**src/rtl/simt_reconv_stack_pkg.sv**
```systemverilog
// Shared types and constants for the per-warp SIMT reconvergence stack.
package simt_reconv_stack_pkg;

   localparam int WARP_SIZE        = 32;
   localparam int SIMT_STACK_DEPTH = 8;
   localparam int SIMT_PC_WIDTH    = 32;

   typedef logic [WARP_SIZE-1:0] warp_mask_t;

   // One nested divergence: where to reconverge, what to restore there,
   // and the still-unexecuted fall-through path.
   typedef struct packed {
      logic [SIMT_PC_WIDTH-1:0] rpc;
      warp_mask_t               orig_mask;
      logic [SIMT_PC_WIDTH-1:0] pend_pc;
      warp_mask_t               pend_mask;
      logic                     pend_vld;
   } simt_stack_entry_t;

endpackage

```
**src/rtl/simt_reconv_stack_if.sv**
```systemverilog
// Branch-unit / scheduler facing bundle of the reconvergence stack.
interface simt_reconv_stack_if
   import simt_reconv_stack_pkg::*;
#(
   parameter int PC_WIDTH = SIMT_PC_WIDTH,
   parameter int DEPTH_W  = $clog2(SIMT_STACK_DEPTH + 1)
);
   logic                 warp_start;
   warp_mask_t           start_mask;
   logic                 div_valid;
   logic                 is_divergent;
   warp_mask_t           taken_mask;
   warp_mask_t           not_taken_mask;
   logic [PC_WIDTH-1:0]  target_pc;
   logic [PC_WIDTH-1:0]  fallthrough_pc;
   logic [PC_WIDTH-1:0]  reconv_pc;
   logic                 sync_valid;
   logic [PC_WIDTH-1:0]  sync_pc;

   warp_mask_t           active_mask;
   logic                 redirect_valid;
   logic [PC_WIDTH-1:0]  redirect_pc;
   logic                 reconverged;
   logic [DEPTH_W-1:0]   depth;
   logic                 stack_full;
   logic                 stack_empty;
   logic                 overflow_err;

   // Branch unit / scheduler side.
   modport master (
      output warp_start, start_mask, div_valid, is_divergent, taken_mask,
             not_taken_mask, target_pc, fallthrough_pc, reconv_pc,
             sync_valid, sync_pc,
      input  active_mask, redirect_valid, redirect_pc, reconverged, depth,
             stack_full, stack_empty, overflow_err
   );

   // Reconvergence stack side.
   modport slave (
      input  warp_start, start_mask, div_valid, is_divergent, taken_mask,
             not_taken_mask, target_pc, fallthrough_pc, reconv_pc,
             sync_valid, sync_pc,
      output active_mask, redirect_valid, redirect_pc, reconverged, depth,
             stack_full, stack_empty, overflow_err
   );

endinterface

```
**src/rtl/simt_reconv_stack.sv**
```systemverilog
// Per-warp reconvergence stack: serialises taken / fall-through paths of a
// divergent branch and restores the pre-branch mask at the post-dominator.
module simt_reconv_stack
   import simt_reconv_stack_pkg::*;
#(
   parameter int STACK_DEPTH = SIMT_STACK_DEPTH,
   parameter int PC_WIDTH    = SIMT_PC_WIDTH
) (
   input  logic                clk,
   input  logic                rst_n,
   simt_reconv_stack_if.slave  bus
);

   localparam int DEPTH_W = $clog2(STACK_DEPTH + 1);
   localparam int IDX_W   = (STACK_DEPTH > 1) ? $clog2(STACK_DEPTH) : 1;

   // Entry PCs are stored at the package width; PC_WIDTH is expected to match.
   simt_stack_entry_t   stack_mem [STACK_DEPTH];
   simt_stack_entry_t   top;

   warp_mask_t          active_q,  active_nxt;
   logic [DEPTH_W-1:0]  depth_q,   depth_nxt;
   logic                rv_q,      rv_nxt;
   logic [PC_WIDTH-1:0] rpc_q,     rpc_nxt;
   logic                recon_q,   recon_nxt;
   logic                full_q,    empty_q;
   logic                ovf_q,     ovf_nxt;

   logic                full;
   logic                empty;
   logic [IDX_W-1:0]    top_idx;
   logic [IDX_W-1:0]    push_idx;
   logic                do_push;
   logic                do_pend_clr;

   assign full     = (depth_q == DEPTH_W'(STACK_DEPTH));
   assign empty    = (depth_q == '0);
   assign top_idx  = IDX_W'(depth_q - DEPTH_W'(1));
   assign push_idx = IDX_W'(depth_q);
   // Top-of-stack is a combinational read; only meaningful when not empty.
   assign top      = stack_mem[top_idx];

   // Next-state decode: warp_start > divergence > sync, lower ones dropped.
   always_comb begin
      active_nxt  = active_q;
      depth_nxt   = depth_q;
      rv_nxt      = 1'b0;
      rpc_nxt     = rpc_q;
      recon_nxt   = 1'b0;
      ovf_nxt     = ovf_q;
      do_push     = 1'b0;
      do_pend_clr = 1'b0;
      if (bus.warp_start) begin
         active_nxt = bus.start_mask;
         depth_nxt  = '0;
      end else if (bus.div_valid) begin
         // A uniform branch still owns this cycle's event slot.
         if (bus.is_divergent) begin
            if (full) begin
               ovf_nxt = 1'b1;
            end else begin
               do_push    = 1'b1;
               active_nxt = bus.taken_mask;
               depth_nxt  = depth_q + DEPTH_W'(1);
               rv_nxt     = 1'b1;
               rpc_nxt    = bus.target_pc;
            end
         end
      end else if (bus.sync_valid && !empty &&
                   (SIMT_PC_WIDTH'(bus.sync_pc) == top.rpc)) begin
         if (top.pend_vld) begin
            // Switch to the deferred fall-through path.
            do_pend_clr = 1'b1;
            active_nxt  = top.pend_mask;
            rv_nxt      = 1'b1;
            rpc_nxt     = PC_WIDTH'(top.pend_pc);
         end else begin
            // Both paths done: warp simply continues at the reconv PC.
            active_nxt = top.orig_mask;
            depth_nxt  = depth_q - DEPTH_W'(1);
            recon_nxt  = 1'b1;
         end
      end
   end

   // Architectural state and registered outputs.
   always_ff @(posedge clk or negedge rst_n) begin
      if (!rst_n) begin
         active_q <= '0;
         depth_q  <= '0;
         rv_q     <= 1'b0;
         rpc_q    <= '0;
         recon_q  <= 1'b0;
         full_q   <= 1'b0;
         empty_q  <= 1'b1;
         ovf_q    <= 1'b0;
      end else begin
         active_q <= active_nxt;
         depth_q  <= depth_nxt;
         rv_q     <= rv_nxt;
         rpc_q    <= rpc_nxt;
         recon_q  <= recon_nxt;
         full_q   <= (depth_nxt == DEPTH_W'(STACK_DEPTH));
         empty_q  <= (depth_nxt == '0);
         ovf_q    <= ovf_nxt;
      end
   end

   // Entry storage; contents are don't-care out of reset, so no reset here.
   always_ff @(posedge clk) begin
      if (do_push) begin
         stack_mem[push_idx] <= '{
            rpc:       SIMT_PC_WIDTH'(bus.reconv_pc),
            orig_mask: active_q,
            pend_pc:   SIMT_PC_WIDTH'(bus.fallthrough_pc),
            pend_mask: bus.not_taken_mask,
            pend_vld:  1'b1
         };
      end else if (do_pend_clr) begin
         stack_mem[top_idx].pend_vld <= 1'b0;
      end
   end

   assign bus.active_mask    = active_q;
   assign bus.depth          = depth_q;
   assign bus.redirect_valid = rv_q;
   assign bus.redirect_pc    = rpc_q;
   assign bus.reconverged    = recon_q;
   assign bus.stack_full     = full_q;
   assign bus.stack_empty    = empty_q;
   assign bus.overflow_err   = ovf_q;

endmodule

```
**src/flat_wrapper.sv**
```systemverilog
// flat-port wrapper written by rule: the top's interface ports become plain ports
module simt_reconv_stack_flat import simt_reconv_stack_pkg::*;
#(
   parameter int STACK_DEPTH = SIMT_STACK_DEPTH,
   parameter int PC_WIDTH    = SIMT_PC_WIDTH
)
  (clk, rst_n, bus_warp_start, bus_start_mask, bus_div_valid, bus_is_divergent, bus_taken_mask, bus_not_taken_mask, bus_target_pc, bus_fallthrough_pc, bus_reconv_pc, bus_sync_valid, bus_sync_pc, bus_active_mask, bus_redirect_valid, bus_redirect_pc, bus_reconverged, bus_depth, bus_stack_full, bus_stack_empty, bus_overflow_err);
  simt_reconv_stack_if #(.PC_WIDTH(PC_WIDTH)) bus_i ();
  input  logic clk;
  input  logic rst_n;
  input wire logic [$bits(bus_i.warp_start)-1:0] bus_warp_start;
  input wire logic [$bits(bus_i.start_mask)-1:0] bus_start_mask;
  input wire logic [$bits(bus_i.div_valid)-1:0] bus_div_valid;
  input wire logic [$bits(bus_i.is_divergent)-1:0] bus_is_divergent;
  input wire logic [$bits(bus_i.taken_mask)-1:0] bus_taken_mask;
  input wire logic [$bits(bus_i.not_taken_mask)-1:0] bus_not_taken_mask;
  input wire logic [$bits(bus_i.target_pc)-1:0] bus_target_pc;
  input wire logic [$bits(bus_i.fallthrough_pc)-1:0] bus_fallthrough_pc;
  input wire logic [$bits(bus_i.reconv_pc)-1:0] bus_reconv_pc;
  input wire logic [$bits(bus_i.sync_valid)-1:0] bus_sync_valid;
  input wire logic [$bits(bus_i.sync_pc)-1:0] bus_sync_pc;
  output wire logic [$bits(bus_i.active_mask)-1:0] bus_active_mask;
  output wire logic [$bits(bus_i.redirect_valid)-1:0] bus_redirect_valid;
  output wire logic [$bits(bus_i.redirect_pc)-1:0] bus_redirect_pc;
  output wire logic [$bits(bus_i.reconverged)-1:0] bus_reconverged;
  output wire logic [$bits(bus_i.depth)-1:0] bus_depth;
  output wire logic [$bits(bus_i.stack_full)-1:0] bus_stack_full;
  output wire logic [$bits(bus_i.stack_empty)-1:0] bus_stack_empty;
  output wire logic [$bits(bus_i.overflow_err)-1:0] bus_overflow_err;
  assign bus_i.warp_start = bus_warp_start;
  assign bus_i.start_mask = bus_start_mask;
  assign bus_i.div_valid = bus_div_valid;
  assign bus_i.is_divergent = bus_is_divergent;
  assign bus_i.taken_mask = bus_taken_mask;
  assign bus_i.not_taken_mask = bus_not_taken_mask;
  assign bus_i.target_pc = bus_target_pc;
  assign bus_i.fallthrough_pc = bus_fallthrough_pc;
  assign bus_i.reconv_pc = bus_reconv_pc;
  assign bus_i.sync_valid = bus_sync_valid;
  assign bus_i.sync_pc = bus_sync_pc;
  assign bus_active_mask = bus_i.active_mask;
  assign bus_redirect_valid = bus_i.redirect_valid;
  assign bus_redirect_pc = bus_i.redirect_pc;
  assign bus_reconverged = bus_i.reconverged;
  assign bus_depth = bus_i.depth;
  assign bus_stack_full = bus_i.stack_full;
  assign bus_stack_empty = bus_i.stack_empty;
  assign bus_overflow_err = bus_i.overflow_err;
  simt_reconv_stack #(.STACK_DEPTH(STACK_DEPTH), .PC_WIDTH(PC_WIDTH)) u_core (.clk(clk), .rst_n(rst_n), .bus(bus_i));
endmodule
```
**config.mk**
```make
export PLATFORM = sky130hd
export DESIGN_NAME = simt_reconv_stack_flat
export DESIGN_NICKNAME = d
export VERILOG_FILES = /design/src/rtl/simt_reconv_stack_pkg.sv /design/src/rtl/simt_reconv_stack_if.sv /design/src/rtl/simt_reconv_stack.sv /design/src/flat_wrapper.sv
export SDC_FILE = /design/constraint.sdc
export NUM_CORES = 1
export LEC_CHECK = 0
export CAP_MARGIN = 10
export CORE_AREA = 2 2 318 320
export CTS_CLUSTER_DIAMETER = 80
export DETAILED_ROUTE_END_ITERATION = 10
export DIE_AREA = 0 0 320 322
export PLACE_DENSITY = 0.69
export SLEW_MARGIN = 20
export SYNTH_ARGS = -nofsm -noshare
export SYNTH_HDL_FRONTEND = slang
export SYNTH_SLANG_ARGS = --single-unit
```
**constraint.sdc**
```tcl
create_clock -name clk -period 14.3 [get_ports clk]
set_input_delay 2.145 -clock clk [delete_from_list [all_inputs] [get_ports clk]]
set_output_delay 2.145 -clock clk [all_outputs]
set_load 0.005 [all_outputs]
```
==> key figures, run 1 <==
Outcome
  – Status: complete, no violations

Clock network
  – Post-CTS Resized: 0
  – Hold buffers post-CTS: 0
  – Clock sinks: around 1100
  – H-tree levels: 3
  – Post-CTS Setup Bufs: 0
  – CTS Buf Count: ~110
  – Root Driver: clkbuf_16
  – Clock Latency Late Sink: 0.69 ns
  – CTS tree: done
  – Clock-pin transition on the worst setup and hold timing paths: 0.07 ns
  – Clock tree buffer depth: 3

STA
  – # setup viols final: 0
  – Max-slew headroom: a little under a quarter
  – Fin crit period: just under 9 ns
  – Worst-Margin Slew: 1.15 ns
  – RSZ-0062 raised after global routing: no
  – Pins Over Slew Limit: 0
  – Period utilization: about three fifths
  – Clock Skews: between 0.02 and 0.03 ns
  – Final hold slack: approximately 0.51 ns
  – Peak Freq: roughly 0.11 GHz
  – Final hold vios: 0
  – Setup TNS: 0 ns

Synthesis
  – Syn Area/Cell: 20.0 sq um
  – Cell accounting for the most synthesized area: edfxtp_1
  – Post-synth EDFFs: 1032
  – Post-Syn Area: 44600 sq um
  – Share of synthesized flip-flops with an asynchronous set or reset: 6.61%
  – Cells after Synth: around 2200
  – Area share of the largest cell type after synthesis: 69.5%
  – Seq cells post-synth: approximately 1100
  – Largest cells by area after synthesis: edfxtp_1 69%, mux4_2 13%, dfrtp_1 4.0%
  – Leading register cell type out of synthesis: edfxtp_1
  – Most instantiated cells after synthesis: 1032 x edfxtp_1, 265 x mux4_2, 133 x and2_1
  – Yosys warnings: 0
  – Post-synthesis sequential area ratio: between 70% and 80%
  – Count leader, synth: edfxtp_1
  – Library cells used by synthesis: 64
  – Syn Nets: 2462

Worst setup path
  – Nature of the critical path startpoint: register
  – Levels on crit path: 14
  – Delay-heaviest family, CP: buffers and inverters
  – Worst path max stage delay: slightly above 1 ns
  – Worst path buffer plus inverter count: 4
  – Cell Chain, Critical Path: clkinv_1, ha_4, buf_4, buf_4, mux4_2, xor2_1, nor2_1, nand4_1, a211o_1, or4_4, or4b_4, or3_4, a21oi_4, buf_4
  – Critical Path Most Common Cell: buf_4
  – Crit path kind: reg2reg
  – Worst-path maximum fanout: slightly below 70
  – Critical-path top delay cell: buf_4
  – CP endpoint kind: register
  – Data arrival time at the worst-slack endpoint: slightly above 9 ns
  – Cells on worst reg2reg path: 14
  – Critical Path RT: between 10 and 15 ns

Power and ir drop
  – Sequential Power Share: about 50%
  – VDD IR max: about 0.000090 V
  – LEAKAGE: 17.0 nW
  – Int Pwr: roughly 5.7 mW
  – PD cells: approximately 140 nW/um^2
  – Overall power: around 7.4 mW
  – Clock Power Share: about 40%
  – Switch share: between 20% and 30%
  – Logic pwr share: 11.3%
  – Psw: 1.66 mW

Detailed routing
  – Wirelength, routed: ~100 mm
  – Post-DR wirelength/cell: around 26 um
  – Final ANT Viol Nets: 0
  – Vias after detailed routing: ~22000
  – DRC Markers: 0
  – Iter 0 DRT Violations: around 2000
  – Drt pass-1 iters: 7
  – Via/cell ratio: ~5.7

Layout
  – Fin cells: 3952
  – Share of cells above drive strength 1: roughly 22%
  – Ant. Diodes: 0
  – Area grow syn2layout: 18.4%
  – Final nets: around 2800

Flow run
  – Total of max-cap violations: 0

Floorplan
  – Die Ht: ~320 um
  – Core Rows: 116
  – Die Footprint: 103000 sq um
  – Initial Utilization: approximately 45%
  – I/O Pins: 303
  – Core area: approximately 100000 sq um
  – Die W: approximately 320 um

GRT
  – Total Routing Usage GR: about a fifth
  – Overflow after GRT: 0
  – Largest net degree at the start of global routing: 89
  – First-pass GRT wire length: about 150 mm
  – Vias in the first global route: 23600
  – Initial antenna violation count: 2

Hold path
  – Hold path depth: 1
  – Worst hold-check path type: reg2reg

Placement
  – Gpl congestion: between 0.8 and 0.9
  – Placed wire-length estimate: ~61 mm
  – Port Buffer Count: between 300 and 400
  – DP Cell Count: 3749
registers in the layout, summed over array words and instances (netlist names):
name	cells
u_core.bus.stack_empty	1
u_core.bus.reconverged	1
u_core.bus.redirect_pc	32
u_core.bus.depth	4
u_core.stack_mem	1032
u_core.bus.overflow_err	1
u_core.bus.stack_full	1
u_core.bus.active_mask	32
u_core.bus.redirect_valid	1
worst paths after layout:
check                                                            start                                     end  slack [ns]
worst max-delay path                     u_core.bus.depth[0]$_DFF_PN0_      u_core.stack_mem[0][101]$_DFFE_PP_        5.44
worst min-delay path            u_core.bus.redirect_pc[17]$_DFFE_PN0P_  u_core.bus.redirect_pc[17]$_DFFE_PN0P_        0.51
worst max register to register           u_core.bus.depth[0]$_DFF_PN0_      u_core.stack_mem[0][101]$_DFFE_PP_        5.44
worst min register to register  u_core.bus.redirect_pc[17]$_DFFE_PN0P_  u_core.bus.redirect_pc[17]$_DFFE_PN0P_        0.51
max in group asynchronous                                        rst_n           u_core.bus.depth[0]$_DFF_PN0_       11.67
min in group asynchronous                                        rst_n   u_core.bus.active_mask[7]$_DFFE_PN0P_        1.49
power by group through the flow:
stage	logic [mW]	registers [mW]	clock network, mW
2_1_floorplan	0.504	3.73	0
3_3_place_gp	0.829	3.74	0
3_5_place_dp	0.845	3.74	0
4_1_cts	0.851	3.67	2.93
5_1_grt	0.899	3.68	3.05
6_report	0.834	3.67	2.87
metrics by stage:
step	cell area (sq um)	utilization, %	setup slack [ns]
6_report	52800	53.1	5.44
3_3_place_gp	49200	49.4	5.46
5_1_grt	52800	53.1	4.75
2_1_floorplan	44600	-	2.48
3_5_place_dp	49200	49.4	5.27
4_1_cts	52800	53.1	5.24
worst reg2reg max path: cells and delay by family, from the launching register on:
kind | cells | cell delay (ns)
compound gates | 2 | 1.23
xor+xnor | 1 | 0.15
fa+ha+maj | 1 | 0.68
buf+inv | 4 | 2.95
flops | 1 | 0.86
mux | 1 | 0.42
simple gates | 5 | 2.11
kinds of logic after synthesis:
logic type | share of synthesized area (%)
DFF | 73.6
muxes | 17.7
and+or+nand+nor | 4.35
AOI/OAI and AO/OA | 1.84
buffers and inverters | 1.28
xor gates and xnor gates | 1.18
adders and majority gates | 0.0561
metal layers:
metal / vias to the layer above / wire length [um] / global-route usage, % / part of all wire (%)
met1: 11800 / 43200 / 27.4 / 43
met3: 142 / 6060 / 3.38 / 6.0
li1: 9742 / - / - / -
met2: 772 / 50300 / 32.8 / 50
met4: 2 / 1770 / 4.55 / 1.7
met5: - / 11 / 0 / 0.011
final cells by class:
| type | count | area, sq um |
|---|---|---|
| clock buffer | 138 | 2960 |
| tap | 1298 | 1620 |
| sequential | 1105 | 32800 |
| clock inverter | 65 | 688 |
| inverter | 9 | 33.8 |
| multi-input combinational | 991 | 11300 |
| timing repair buffer | 346 | 3360 |
| fill | 7614 | 46700 |
cell usage in the layout, fill, tap and decap left out, types with 25 or more instances in the layout:
cell	instances
mux4_2	265
xnor2_1	45
clkdlybuf4s50_1	299
clkbuf_16	109
buf_4	45
mux2i_1	113
and2_1	133
mux2_2	69
o21ai_0	74
dfrtp_1	71
edfxtp_1	1032
nand2_1	88
nor3_1	25
(Power assumes the default switching activity.)
==> inputs of run 2 (changes only) <==
PLACE_DENSITY = 0.72   (was 0.69)
clock period = 7.9 ns   (was 14.3 ns; I/O delays follow)
==> run 2 against run 1 <==
Against the previous run: global-route usage is 0.16 points higher; non-clock buffer count is 6 lower; count of clock-buffer cells in the layout is 6 lower; combinational power is 83% higher; maximum frequency is 38% higher; power is 78% higher; routed wire length is 0.82% higher; register-to-register slack worse by 4.0 ns; critical path type unchanged; critical endpoint is now u_core.stack_mem[3][38]$_DFFE_PP_; largest power group unchanged.
==> key figures, run 2 (synthesis gave the netlist of run 1 again) <==
Outcome
  – Status: complete, no violations

Power and ir drop
  – Sequential Power Share: 50.5% (+0.7 points)
  – VDD IR max: 0.000222 V (+150%)
  – PD cells: 250 nW/um^2 (+79%)
  – Clock Power Share: 37.9% (-1.0 points)
  – LEAKAGE: 16.9 nW (-0.51%)
  – Overall power: 13.2 mW (+78%)
  – Logic pwr share: 11.6% (+0.3 points)
  – Psw: 3.01 mW (+81%)
  – Int Pwr: 10.1 mW (+78%)
  – Switch share: 22.9% (+0.33 points)

Clock network
  – Clock-pin transition on the worst setup and hold timing paths: 0.07 ns (about the same)
  – Clock Latency Late Sink: 0.70 ns (about the same)
  – CTS Buf Count: 107 (-0.93%)
  – Clock tree buffer depth: 3 (unchanged)
  – Root Driver: clkbuf_16
  – Hold buffers post-CTS: 0 (unchanged)
  – Clock sinks: 1105 (unchanged)
  – Post-CTS Resized: 0 (unchanged)
  – H-tree levels: 3 (unchanged)
  – Post-CTS Setup Bufs: 0 (unchanged)
  – CTS tree: done

Detailed routing
  – DRC Markers: 0 (unchanged)
  – Wirelength, routed: 102 mm (+0.82%)
  – Final ANT Viol Nets: 0 (unchanged)
  – Drt pass-1 iters: 5 (-2)
  – Vias after detailed routing: 22600 (+0.58%)
  – Iter 0 DRT Violations: 2253 (+11%)
  – Via/cell ratio: 5.73 (+0.86%)
  – Post-DR wirelength/cell: 25.9 um (+1.1%)

STA
  – Peak Freq: 0.155 GHz (+38%)
  – Pins Over Slew Limit: 0 (unchanged)
  – Worst-Margin Slew: 1.11 ns (-0.0410 ns)
  – Clock Skews: 0.0350 ns (+0.00516 ns)
  – RSZ-0062 raised after global routing: no
  – Fin crit period: 6.44 ns (-2.42 ns)
  – # setup viols final: 0 (unchanged)
  – Max-slew headroom: 26.0% (+2.7 points)
  – Final hold vios: 0 (unchanged)
  – Period utilization: 81.5% (+20 points)

Layout
  – Ant. Diodes: 0 (unchanged)
  – Final nets: 2786 (-0.25%)
  – Top reg by flops: u_core.stack_mem
  – Final core occ: 52.9% (-0.13 points)
  – Max FFs per register: 1032 (unchanged)
  – Most frequent cells in the layout: 1032 x edfxtp_1, 299 x clkdlybuf4s50_1, 265 x mux4_2
  – Area grow syn2layout: 18.2%
  – Share of cells above drive strength 1: 21.1% (-0.52 points)
  – Most common cell after layout, fill and taps aside: edfxtp_1

GRT
  – First-pass GRT wire length: 152 mm (+0.52%)
  – Total Routing Usage GR: 19.9% (+0.16 points)
  – Overflow after GRT: 0 (unchanged)
  – Largest net degree at the start of global routing: 141 (+58%)
  – Vias in the first global route: 23600 (-0.021%)
  – Initial antenna violation count: 4 (+2)

Flow run
  – Total of max-cap violations: 0 (unchanged)

Worst setup path
  – Data arrival time at the worst-slack endpoint: 6.72 ns (-2.42 ns)
  – CP endpoint kind: register
  – FF-to-FF End: u_core.stack_mem[3][38]$_DFFE_PP_
  – Crit path kind: reg2reg
  – Cells on worst reg2reg path: 12 (-2)
  – Critical Path RT: 8.18 ns (-6.40 ns)
  – Worst-path maximum fanout: 66 (-2.9%)
  – Nature of the critical path startpoint: register
  – Worst r2r src: u_core.bus.depth[1]$_DFF_PN0_
  – FF-to-FF setup slack: 1.46 ns (-3.98 ns)

Floorplan
  – Die Ht: 322 um (unchanged)
  – Core area: 99600 sq um (unchanged)
  – Initial Utilization: 44.8% (unchanged)
  – Die Footprint: 103000 sq um (unchanged)
  – Die W: 320 um (unchanged)
  – Core Rows: 116 (unchanged)
  – I/O Pins: 303 (unchanged)

Placement
  – Port Buffer Count: 302 (unchanged)
  – Gpl congestion: 0.872 (+4.8%)
  – Placed wire-length estimate: 59.9 mm (-2.2%)

Hold path
  – Worst hold-check path type: in2async
## run 2: worst max-delay path by stage
stage	from	to	slack (ns)	cells past startpoint
final	u_core.bus.depth[1]$_DFF_PN0_	u_core.stack_mem[3][38]$_DFFE_PP_	1.46	12
after global routing	u_core.bus.depth[1]$_DFF_PN0_	u_core.stack_mem[3][40]$_DFFE_PP_	1.20	13
after CTS	u_core.bus.depth[0]$_DFF_PN0_	u_core.stack_mem[2][69]$_DFFE_PP_	1.32	11
after detailed placement	bus_sync_pc[7]	u_core.stack_mem[2][75]$_DFFE_PP_	1.38	11
after global placement	bus_sync_pc[7]	u_core.stack_mem[2][75]$_DFFE_PP_	1.31	11
after floorplan	u_core.bus.depth[0]$_DFF_PN0_	u_core.stack_mem[1][100]$_DFFE_PP_	-0.63	18
## run 2: power groups by stage
stage / logic [mW] / clock network, mW / registers, mW
6_report: 1.53 / 4.99 / 6.64
5_1_grt: 1.65 / 5.30 / 6.65
4_1_cts: 1.55 / 5.07 / 6.64
3_5_place_dp: 1.54 / 0 / 6.76
3_3_place_gp: 1.51 / 0 / 6.75
2_1_floorplan: 0.913 / 0 / 6.75
## run 2: final cells by class
cell class / count / area, sq um
clock inverter: 66 / 616
clock buffer: 132 / 2820
inverter: 9 / 33.8
multi-input combinational: 991 / 11300
timing repair buffer: 340 / 3440
tap: 1298 / 1620
fill: 7599 / 46900
sequential: 1105 / 32800
## run 2: metrics by stage
| stage | area, sq um | worst slack [ns] | TNS (ns) | std cells | hold WS (ns) |
|---|---|---|---|---|---|
| floorplan | 44700 | -0.635 | -324.92 | 2230 | 0.460 |
| global placement | 49200 | 1.31 | 0 | 3742 | 0.488 |
| detailed placement | 49200 | 1.38 | 0 | 3742 | 0.494 |
| CTS | 52700 | 1.32 | 0 | 3940 | 0.417 |
| global route | 52700 | 1.20 | 0 | 3941 | 0.451 |
| finish | 52700 | 1.46 | 0 | 3941 | 0.438 |
## run 2: metal layers
layer  wire length, um  vias up  track usage, %
li1                  -     9719               -
met1             42400    11800            27.6
met2             50000      929            32.4
met3              7540      164            3.68
met4              2190        2            5.50
met5                 7        -               0
## run 2: critical path: stages (launching register included)
cell	delay, ns
dfrtp_1	0.46
inv_1	0.16
ha_4	0.26
xnor2_4	0.63
mux4_2	0.64
xor2_1	0.18
o211ai_1	0.11
or4_1	0.55
or4_4	0.58
or4b_4	0.80
or3_4	0.53
a21oi_4	0.17
buf_4	0.85
